===== src/rtl/pipe_stage_skid_reg.sv =====
// pipe_stage_skid_reg
//   Elastic pipeline-stage register with a valid/ready handshake.
//   A two-entry store (main + skid) keeps full throughput even though
//   in_ready is registered, so there is no combinational path from
//   out_ready to in_ready. A synchronous flush squashes every held entry.
//   The payload is carried opaquely.
//
// Parameters
//   DATA_W   payload width in bits
//   RST_VAL  reset value of out_data and the skid entry
//   CNT_W    performance counter width (only with PIPE_STAGE_PERF_EN)
//
// Ports
//   clk, rst    clock (rising edge) and asynchronous active-high reset
//   flush       squash all held entries at the next edge
//   in_valid    upstream holds a valid payload
//   in_ready    stage can accept; registered
//   in_data     upstream payload
//   out_valid   out_data is valid; registered
//   out_ready   downstream accepts this cycle
//   out_data    payload to downstream; registered
//   stall_cnt   cycles with out_valid & ~out_ready (PIPE_STAGE_PERF_EN)
//   bubble_cnt  cycles with ~out_valid (PIPE_STAGE_PERF_EN)
//
// Configuration macro
//   PIPE_STAGE_PERF_EN  adds the saturating stall/bubble counters and ports.
//                       When undefined the handshake is identical and the
//                       counters do not exist.

module pipe_stage_skid_reg #(
  parameter int unsigned        DATA_W  = 32,
  parameter logic [DATA_W-1:0]  RST_VAL = '0
`ifdef PIPE_STAGE_PERF_EN
  ,
  parameter int unsigned        CNT_W   = 16
`endif
) (
  input  logic              clk,
  input  logic              rst,
  input  logic              flush,
  input  logic              in_valid,
  output logic              in_ready,
  input  logic [DATA_W-1:0] in_data,
  output logic              out_valid,
  input  logic              out_ready,
  output logic [DATA_W-1:0] out_data
`ifdef PIPE_STAGE_PERF_EN
  ,
  output logic [CNT_W-1:0]  stall_cnt,
  output logic [CNT_W-1:0]  bubble_cnt
`endif
);

  // Occupancy of the stage: nothing held, main only, main plus skid.
  typedef enum logic [1:0] {
    EMPTY = 2'd0,
    ONE   = 2'd1,
    TWO   = 2'd2
  } state_t;

  state_t            state;
  state_t            state_nxt;
  logic [DATA_W-1:0] skid_data;
  logic [DATA_W-1:0] main_nxt;
  logic [DATA_W-1:0] skid_nxt;
  logic              in_ready_nxt;
  logic              out_valid_nxt;
  logic              accept_c;
  logic              deliver_c;

  // Handshake events, both taking effect at the coming edge.
  assign accept_c  = in_valid & in_ready;
  assign deliver_c = out_valid & out_ready;

  // State and datapath registers. out_data is the main entry itself.
  always_ff @(posedge clk or posedge rst) begin
    if (rst) begin
      state     <= EMPTY;
      in_ready  <= 1'b1;
      out_valid <= 1'b0;
      out_data  <= RST_VAL;
      skid_data <= RST_VAL;
    end else begin
      state     <= state_nxt;
      in_ready  <= in_ready_nxt;
      out_valid <= out_valid_nxt;
      out_data  <= main_nxt;
      skid_data <= skid_nxt;
    end
  end

  // Next-state and datapath steering.
  always_comb begin
    state_nxt = state;
    main_nxt  = out_data;
    skid_nxt  = skid_data;

    if (flush) begin
      // Only the occupancy is cleared; stale data stays behind out_valid=0.
      state_nxt = EMPTY;
    end else begin
      unique case (state)
        EMPTY: begin
          if (accept_c) begin
            state_nxt = ONE;
            main_nxt  = in_data;
          end
        end

        ONE: begin
          if (accept_c && deliver_c) begin
            main_nxt = in_data;
          end else if (accept_c) begin
            // Downstream stalled: park the newcomer behind the main entry.
            state_nxt = TWO;
            skid_nxt  = in_data;
          end else if (deliver_c) begin
            state_nxt = EMPTY;
          end
        end

        TWO: begin
          // in_ready is low here, so no accept can occur.
          if (deliver_c) begin
            state_nxt = ONE;
            main_nxt  = skid_data;
          end
        end

        default: begin
          state_nxt = EMPTY;
        end
      endcase
    end

    // Flags are decoded from the next state so they can be registered.
    in_ready_nxt  = (state_nxt != TWO);
    out_valid_nxt = (state_nxt != EMPTY);
  end

`ifdef PIPE_STAGE_PERF_EN
  localparam logic [CNT_W-1:0] CNT_MAX = '1;

  // Saturating stall/bubble counters; only rst clears them.
  always_ff @(posedge clk or posedge rst) begin
    if (rst) begin
      stall_cnt  <= '0;
      bubble_cnt <= '0;
    end else begin
      if (out_valid && !out_ready && (stall_cnt != CNT_MAX)) begin
        stall_cnt <= stall_cnt + CNT_W'(1);
      end
      if (!out_valid && (bubble_cnt != CNT_MAX)) begin
        bubble_cnt <= bubble_cnt + CNT_W'(1);
      end
    end
  end
`endif

endmodule


===== config.mk =====
export PLATFORM = sky130hd
export DESIGN_NAME = pipe_stage_skid_reg
export DESIGN_NICKNAME = d
export VERILOG_FILES = /design/src/rtl/pipe_stage_skid_reg.sv
export SDC_FILE = /design/constraint.sdc
export NUM_CORES = 1
export LEC_CHECK = 0
export CAP_MARGIN = 10
export CELL_PAD_IN_SITES_DETAIL_PLACEMENT = 2
export CELL_PAD_IN_SITES_GLOBAL_PLACEMENT = 2
export CORE_MARGIN = 4
export CORE_UTILIZATION = 32
export CTS_CLUSTER_DIAMETER = 100
export DETAILED_ROUTE_END_ITERATION = 8
export PLACE_DENSITY = 0.89
export SYNTH_ARGS = -nofsm -noshare
export SYNTH_HDL_FRONTEND = slang
export SYNTH_SLANG_ARGS = --single-unit

===== constraint.sdc =====
create_clock -name clk -period 3.38 [get_ports clk]
set_input_delay 1.014 -clock clk [delete_from_list [all_inputs] [get_ports clk]]
set_output_delay 1.014 -clock clk [all_outputs]
set_load 0.05 [all_outputs]

==> results.yml <==
clock_network:
  path_clk_slew_ns: 0.07
  cts_buffers: 9
  cts_sinks: 68
  cts.path.max_buffers: 2
  cts_root_buf: "clkbuf_8"
  h-tree-depth: 3
  clk_latency_ns: 0.35
  cts_tree: "done"
  cts_setup_buffers: 0
  cts-hold-fix-buffers: 0
  cts-resized-gates: 0
setup_path:
  cp_slowest_cell: "clkdlybuf4s50_1"
  cp_num_buf_inv: 1
  cp.arrival_ns: 1.68
  crit_path_cell_trace: "clkdlybuf4s50_1"
  path_delay_family: "buffers and inverters"
  crit_type: "reg -> out"
  critPathMaxFanout: 3
  startpoint_type: "register"
  cp.required_ns: 2.37
  crit_path_end_kind: "output pin"
  reg2reg_depth: 5
  cp.depth: 1
  slowest_delay_ns: 0.80
finish:
  layout-drive-gt1-share: 0.2013
  syn_to_final_growth_pct: 35.21
  stdcell_count: 411
  layout.nets: 335
  diodes: 0
  mostFrequentLayoutCells: "clkdlybuf4s50_1 (70), dfrtp_1 (67), o21ai_0 (35)"
  layout_commonest_cell: "clkdlybuf4s50_1"
drt:
  routed_wl_mm: 7.875
  ant_nets: 0
  firstDrtPassIters: 5
  wl_per_cell_um: 19.16
  viasPerCell: 5.032
  drtIter0Drc: 42
  drc_errors: 0
  vias: 2068
logic_synthesis:
  synth_top_area_cell: "dfrtp_1"
  synthCells: 229
  yosys_warnings: 0
  synth_edf_count: 0
  syn_nets: 266
  synth_cell_types: 23
  yosysSeqAreaShare: 0.5851
  syn_area_per_cell_um2: 12.71
  async_flop_share: 1.000
  ys_ff_latch: 68
  ys.flop_type: "dfrtp_1"
  synth_top_area_frac: 0.5761
  syn_area_um2: 2910
  synth_top_cells_by_area: "dfrtp_1 (58%), mux2_2 (12%), mux2i_1 (11%)"
global_route:
  met3_usage: 0.03286
  use_met1: 0.1880
  grt_pass1_wl_mm: 12.78
  grt_overflow: 0
  use_met2: 0.2863
  grt_busiest_layer: "met2"
  first_global_vias: 2432
  grt_max_degree: 42
  track_usage: 0.1610
  antenna_found_initial: 0
floorplanning:
  die_area_um2: 10680
  core_area_um2: 8806
  die_h_um: 103.4
  die_width_um: 103.4
  start_util: 0.3305
  core.rowCount: 34
  ioPinCount: 71
timing:
  relSlewSlack: 0.2993
  setup_tns_ns: 0
  hold_viol: 0
  post-route-period-util: 0.7977
  period_needed_ns: 2.696
  worstMarginPinSlew_ns: 1.051
  setup_violations: 0
  timing.fmax_ghz: 0.3709
  rsz0062_at_grt: "false"
  skew_ns: 0.009880
  maxSlewViolCount: 0
placed_design:
  dp.cells: 395
  gp_congestion: 0.6684
  dp_hpwl_mm: 5.190
  io_buffers: 70
job:
  max-cap-violations: 0
pwr:
  leakagePower_uw: 0.001820
  ir_drop_v: 0.0003677
  p_per_area_nw_per_um2: 880.8
run_status:
  status: "finished, final reports clean"
worst_hold_path:
  hold_path_depth: 1
  min_path_type: "reg -> reg"
final timing paths:
check	startpoint	end	slack [ns]
max	in_ready	in_ready	0.68
min	skid_data[0]	skid_data[0]	0.51
max reg2reg	in_ready	skid_data[21]	1.46
min reg2reg	skid_data[0]	skid_data[0]	0.51
max in group asynchronous	rst	in_ready	1.87
min in group asynchronous	rst	skid_data[1]	1.05
report_power, final:
group | leakage, uW | switching, uW | internal [uW]
Combinational | 0.000870 | 817 | 524
Clock | 0.000120 | 328 | 459
Sequential | 0.000830 | 189 | 1150
Total | 0.00182 | 1330 | 2130
routing by layer:
metal	routed length, um	vias up
met5	0	-
li1	-	958
met4	134	0
met2	4151	49
met3	303	10
met1	3284	1051
metrics by stage:
step | setup slack, ns | utilization | total power [uW] | instance area [um2] | hold slack (ns)
finish | 0.6839 | 0.4469 | 3466 | 3935 | 0.5084
global route | 0.6205 | 0.4469 | 3659 | 3935 | 0.5217
CTS | 0.6463 | 0.4469 | 3517 | 3935 | 0.5110
detailed placement | 0.4151 | 0.4203 | 2705 | 3701 | 0.4931
global placement | 0.5038 | 0.4203 | 2626 | 3701 | 0.4861
floorplan | 0.6561 | - | 2204 | 2910 | 0.4786
cells in the mapped netlist, types with 2 or more instances:
master and count:
buf_2 6, buf_6 3, clkbuf_1 6, dfrtp_1 67
mux2_2 32, mux2i_1 32, nand2_1 4, o21ai_0 35
o21ai_1 29, or2_4 2
registers in the layout (all words and copies together), names as in the netlist:
name       cells
out_data      32
skid_data     32
state          2
in_ready       1
out_valid      1
layout make-up:
class	instances	area [um2]
repair buffers	74	743.2
multi-input cells	144	1116
well taps	108	135.1
flip-flops and latches	68	1703
clock buffers	11	151.4
fillers	886	4871
inverters	1	3.754
clock inverters	5	82.58
cells by family (layout without fill, tap and decap cells):
group,after synthesis,after routing,synth area share
mux,64,64,0.2339
compound gates,67,67,0.1178
fa+ha+maj,1,1,0.003869
flops,68,68,0.5851
simple gates,12,12,0.02580
buf+inv,17,91,0.03353
(Power assumes the default switching activity.)
